**config.mk**
```make
export PLATFORM = sky130hd
export DESIGN_NAME = rr_arbiter16
export DESIGN_NICKNAME = d
export VERILOG_FILES = /design/src/rtl/rr_arbiter16.sv
export SDC_FILE = /design/constraint.sdc
export NUM_CORES = 1
export LEC_CHECK = 0
export CAP_MARGIN = 20
export CORE_MARGIN = 3
export CORE_UTILIZATION = 37
export CTS_BUF_LIST = sky130_fd_sc_hd__clkbuf_4
export DETAILED_ROUTE_END_ITERATION = 10
export GPL_TIMING_DRIVEN = 0
export PLACE_DENSITY_LB_ADDON = 0.1
export REMOVE_ABC_BUFFERS = 1
export SLEW_MARGIN = 40
export SYNTH_ARGS = -nofsm -noshare
export SYNTH_HDL_FRONTEND = slang
export SYNTH_SLANG_ARGS = --single-unit
export TNS_END_PERCENT = 20
```
**constraint.sdc**
```tcl
create_clock -name clk -period 11.9 [get_ports clk]
set_input_delay 2.38 -clock clk [delete_from_list [all_inputs] [get_ports clk]]
set_output_delay 2.38 -clock clk [all_outputs]
set_load 0.01 [all_outputs]
```
**src/rtl/rr_arbiter16.sv**
```systemverilog
// Sixteen-way round-robin arbiter with registered one-hot grant and binary grant index.
// Define ARB_TIMEOUT_EN to build the MAX_HOLD hold-limit counter and the timeout pulse.
module rr_arbiter16 #(
    parameter int MAX_HOLD = 8
) (
    input  logic        clk,
    input  logic        reset,
    input  logic        en,
    input  logic [15:0] req,
    output logic [15:0] gnt,
    output logic [3:0]  gnt_id,
    output logic        gnt_valid,
    output logic        timeout
);

    typedef enum logic {
        IDLE,
        GRANT
    } state_t;

    state_t     state;
    logic [3:0] ptr;
    logic       win_found;
    logic [3:0] win_id;
    logic [3:0] scan_idx;
    logic       hold_expire;

    if (MAX_HOLD < 1 || MAX_HOLD > 255) begin : g_bad_max_hold
        $error("rr_arbiter16: MAX_HOLD must be in 1..255");
    end

    // Rotating priority scan: the first requester at or after ptr wins.
    always_comb begin
        win_found = 1'b0;
        win_id    = ptr;
        scan_idx  = ptr;
        for (int k = 0; k < 16; k++) begin
            scan_idx = ptr + 4'(k);
            if (!win_found && req[scan_idx]) begin
                win_found = 1'b1;
                win_id    = scan_idx;
            end
        end
    end

`ifdef ARB_TIMEOUT_EN
    localparam logic [7:0] HOLD_LAST = 8'(MAX_HOLD - 1);

    logic [7:0] hold_cnt;
    logic       timeout_q;

    assign hold_expire = (hold_cnt == HOLD_LAST);
    assign timeout     = timeout_q;

    // A release that coincides with the limit is an ordinary release, so no pulse.
    always_ff @(posedge clk) begin
        if (reset) begin
            hold_cnt  <= 8'd0;
            timeout_q <= 1'b0;
        end else begin
            timeout_q <= (state == GRANT) && req[gnt_id] && hold_expire;
            if (state == GRANT) begin
                hold_cnt <= hold_cnt + 8'd1;
            end else begin
                hold_cnt <= 8'd0;
            end
        end
    end
`else
    assign hold_expire = 1'b0;
    assign timeout     = 1'b0;
`endif

    always_ff @(posedge clk) begin
        if (reset) begin
            state     <= IDLE;
            ptr       <= 4'd0;
            gnt       <= 16'h0000;
            gnt_id    <= 4'd0;
            gnt_valid <= 1'b0;
        end else begin
            case (state)
                IDLE: begin
                    if (en && win_found) begin
                        state     <= GRANT;
                        gnt       <= 16'h0001 << win_id;
                        gnt_id    <= win_id;
                        gnt_valid <= 1'b1;
                    end
                end
                GRANT: begin
                    // gnt_id is left as-is on release; the owner moves to last priority.
                    if (!req[gnt_id] || hold_expire) begin
                        state     <= IDLE;
                        gnt       <= 16'h0000;
                        gnt_valid <= 1'b0;
                        ptr       <= gnt_id + 4'd1;
                    end
                end
                default: begin
                    state <= IDLE;
                end
            endcase
        end
    end

endmodule
```
==> flow_metrics.py, run 1 <==
metrics = {
    "run_status": {
        "status": "completed",
    },
    "min_path": {
        "hp-class": "reg2reg",
    },
    "logic_synthesis": {
        "yosys_most_used_dff": "dfxtp_1",
        "synth.distinct_cells": 73,
        "syn_area_um2": 3520,
        "syn_avg_cell_area_um2": 8.77,
        "yosys_warnings": 0,
        "synth-edff-count": 0,
        "ys_ff_latch": 26,
        "netlist_instances": 402,
        "synth-seq-area-share_pct": 14.8,
        "synth-async-reset-ratio_pct": 0,
    },
    "sta": {
        "setup_ws_ps": 5700,
        "skew_ps": 9.28,
        "tightest_slew_ps": 756,
        "finalSetupViolCount": 0,
        "slew_viol_final": 0,
        "rsz0062_at_grt": "false",
        "slew-limit-headroom_pct": 49.6,
        "fmax_mhz": 161,
        "finalCritPeriodShare_pct": 52.1,
        "finalHoldViolCount": 0,
        "fin_setup_tns_ps": 0,
        "period_minus_slack_ps": 6200,
        "whs_ps": 473,
    },
    "critical_path": {
        "cp.buffers_inverters": 1,
        "slowest_delay_ps": 800,
        "crit_type": "in2reg",
        "crit_arrival_ps": 6400,
        "crit_chain": "clkdlybuf4s50_1 > mux4_2 > mux2_2 > mux2i_1 > nand4_2 > a2111oi_1 > nor3_1 > xnor2_1 > o41ai_1",
        "endpoint_kind": "register",
        "crit_family": "multiplexers",
        "cp_slowest_cell": "a2111oi_1",
        "cp.required_ps": 12100,
        "cp-start-kind": "input pin",
        "critPathMaxFanout": 13,
    },
    "route": {
        "vias": 3476,
        "detail_route.iter0.violations": 188,
        "drtAntennaViolNets": 0,
        "via_per_inst": 6.35,
        "finalWirelength_um": 10900,
        "wl_per_cell_um": 20.0,
        "drc": 0,
        "first_pass_iters": 5,
    },
    "power_and_ir_drop": {
        "power.density_nw_per_um2": 120,
        "irDropWorstVdd_mv": 0.0789,
        "power_mw": 0.480,
        "leakagePower_nw": 1.33,
    },
    "cts": {
        "post_cts_buffers": 0,
        "cts.sinks": 26,
        "htreeDepth": 1,
        "hold_buffers": 0,
        "path_clk_slew_ps": 150,
        "cts-root-buf": "clkbuf_4",
        "insertion_delay_ps": 330,
        "cts_tree": "yes",
        "cts_made_buffers": 3,
        "cts_resized": 0,
        "clk_path_buf_depth": 2,
    },
    "global_route": {
        "antenna_found_initial": 0,
        "grt_pass1_wl_um": 17900,
        "first_global_vias": 3281,
        "grt_max_degree": 34,
        "overflow": 0,
        "grt_util_all_layers_pct": 20.0,
    },
    "floorplan": {
        "io_pins": 41,
        "core_um2": 8980,
        "start_util_pct": 39.3,
        "dieWidth_um": 104,
        "die-area_um2": 10700,
        "num_rows": 34,
        "die_h_um": 104,
    },
    "cells_and_area": {
        "syn_to_final_growth_pct": 13.3,
        "drive_above_1_share_pct": 16.4,
        "final_common_cell": "nand2_1",
        "finalNetCount": 449,
        "postLayoutCoreUtil_pct": 44.5,
        "n_antenna_cell": 0,
        "final_cell_mix": "nand2_1, clkdlybuf4s50_1, mux2i_1, a21oi_1",
    },
    "run": {
        "drv_cap": 0,
    },
    "placed_design": {
        "hpwl_um": 8360,
        "io_buffers": 39,
        "place_worst_setup_slack_ps": 5400,
        "place_congestion": 0.901,
    },
}
==> cells by family after synthesis <==
logic type | after synthesis | share of synthesized area (%)
flops | 26 | 14.8
xor+xnor | 14 | 4.01
mux | 71 | 30.0
buf+inv | 31 | 4.65
compound gates | 116 | 24.2
fa+ha+maj | 8 | 2.84
simple gates | 135 | 19.4
other cells | 1 | 0.106
==> Yosys cell counts, types with 11 or more instances <==
master   number  area share [%]
a21oi_1      25             3.5
buf_2        11             1.6
dfxtp_1      26              15
mux2_2       15             4.8
mux2i_1      28             8.0
mux4_2       24              15
nand2_1      42             4.5
nand3_1      11             1.6
nor2_1       24             2.6
o21ai_0      13             1.8
o41ai_1      16             4.0
==> registers in the layout, summed over array words and instances, names as in the netlist <==
| name | flops |
|---|---|
| state | 1 |
| gnt_valid | 1 |
| ptr | 4 |
| gnt_id | 4 |
| gnt | 16 |
==> final timing paths <==
kind	from	end	slack, ps	depth (start not counted)
worst max-delay path	req[4]	gnt[1]$_SDFFE_PP0P_	5700	9
worst min-delay path	gnt[6]$_SDFFE_PP0P_	gnt[6]$_SDFFE_PP0P_	470	2
worst max register to register	ptr[0]$_SDFFE_PP0P_	gnt[1]$_SDFFE_PP0P_	6340	11
worst min register to register	gnt[6]$_SDFFE_PP0P_	gnt[6]$_SDFFE_PP0P_	470	2
==> power breakdown <==
group	internal, mW	switching [mW]	leakage [nW]
logic	0.125	0.183	1.09
registers	0.0938	0.0162	0.213
clock network	0.0341	0.0280	0.0279
==> tightest hold or removal path, delay by kind of cell (launching register included) <==
kind             cells  cell delay [ps]
flip-flops           1              340
AO/OA/AOI/OAI        1               50
AND/OR/NAND/NOR      1               50
==> cell type report <==
class,count,area (um^2)
Clock inverter,1,30.0
Sequential cell,26,526
Fill cell,908,4980
Tap cell,126,158
Clock buffer,3,22.5
Multi-Input combinational cell,345,2840
Timing Repair Buffer,39,390
Inverter,7,26.3
==> routing by layer <==
metal	global-route usage [%]	vias up	part of all wire, %
met2	31.4	137	45
li1	-	1627	-
met5	0	-	0
met4	2.85	0	0.98
met3	1.49	8	4.6
met1	30.6	1704	50
==> stage by stage <==
| step | std cells | area, um^2 |
|---|---|---|
| 2_1_floorplan | 378 | 3390 |
| 3_3_place_gp | 543 | 3940 |
| 3_5_place_dp | 543 | 3940 |
| 4_1_cts | 547 | 4000 |
| 5_1_grt | 547 | 4000 |
| 6_report | 547 | 4000 |
Power figures use the tool's default switching activity.
==> inputs of run 2 (changes only) <==
==> constraint.sdc (replaced) <==
create_clock -name clk -period 6.3 [get_ports clk]
set_input_delay 1.26 -clock clk [delete_from_list [all_inputs] [get_ports clk]]
set_output_delay 1.26 -clock clk [all_outputs]
set_load 0.01 [all_outputs]
==> results of run 2 <==
Same layout as run 1 (identical final DEF). Status: completed.
Main changes from that run: setup slack after placement 5400 ps -> 822 ps; setup slack after layout 5700 ps -> 736 ps; start point of the critical path req[4] -> ptr[0]$_SDFFE_PP0P_; register-to-register setup slack 6340 ps -> 740 ps; total power 0.480 mW -> 0.907 mW; worst IR drop on VDD 0.0789 mV -> 0.149 mV
==> inputs of run 3 (changes only) <==
--- a/config.mk
+++ b/config.mk
@@ -13,6 +13,7 @@
 export GPL_TIMING_DRIVEN = 0
 export PLACE_DENSITY_LB_ADDON = 0.1
 export REMOVE_ABC_BUFFERS = 1
+export SETUP_SLACK_MARGIN = 0.4
 export SLEW_MARGIN = 40
 export SYNTH_ARGS = -nofsm -noshare
 export SYNTH_HDL_FRONTEND = slang
==> results of run 3 <==
Same layout as run 1 (identical final DEF). Status: completed.
Main changes from that run: setup slack after placement 5400 ps -> 822 ps; setup slack after layout 5700 ps -> 736 ps; start point of the critical path req[4] -> ptr[0]$_SDFFE_PP0P_; register-to-register setup slack 6340 ps -> 740 ps; total power 0.480 mW -> 0.907 mW; worst IR drop on VDD 0.0789 mV -> 0.149 mV
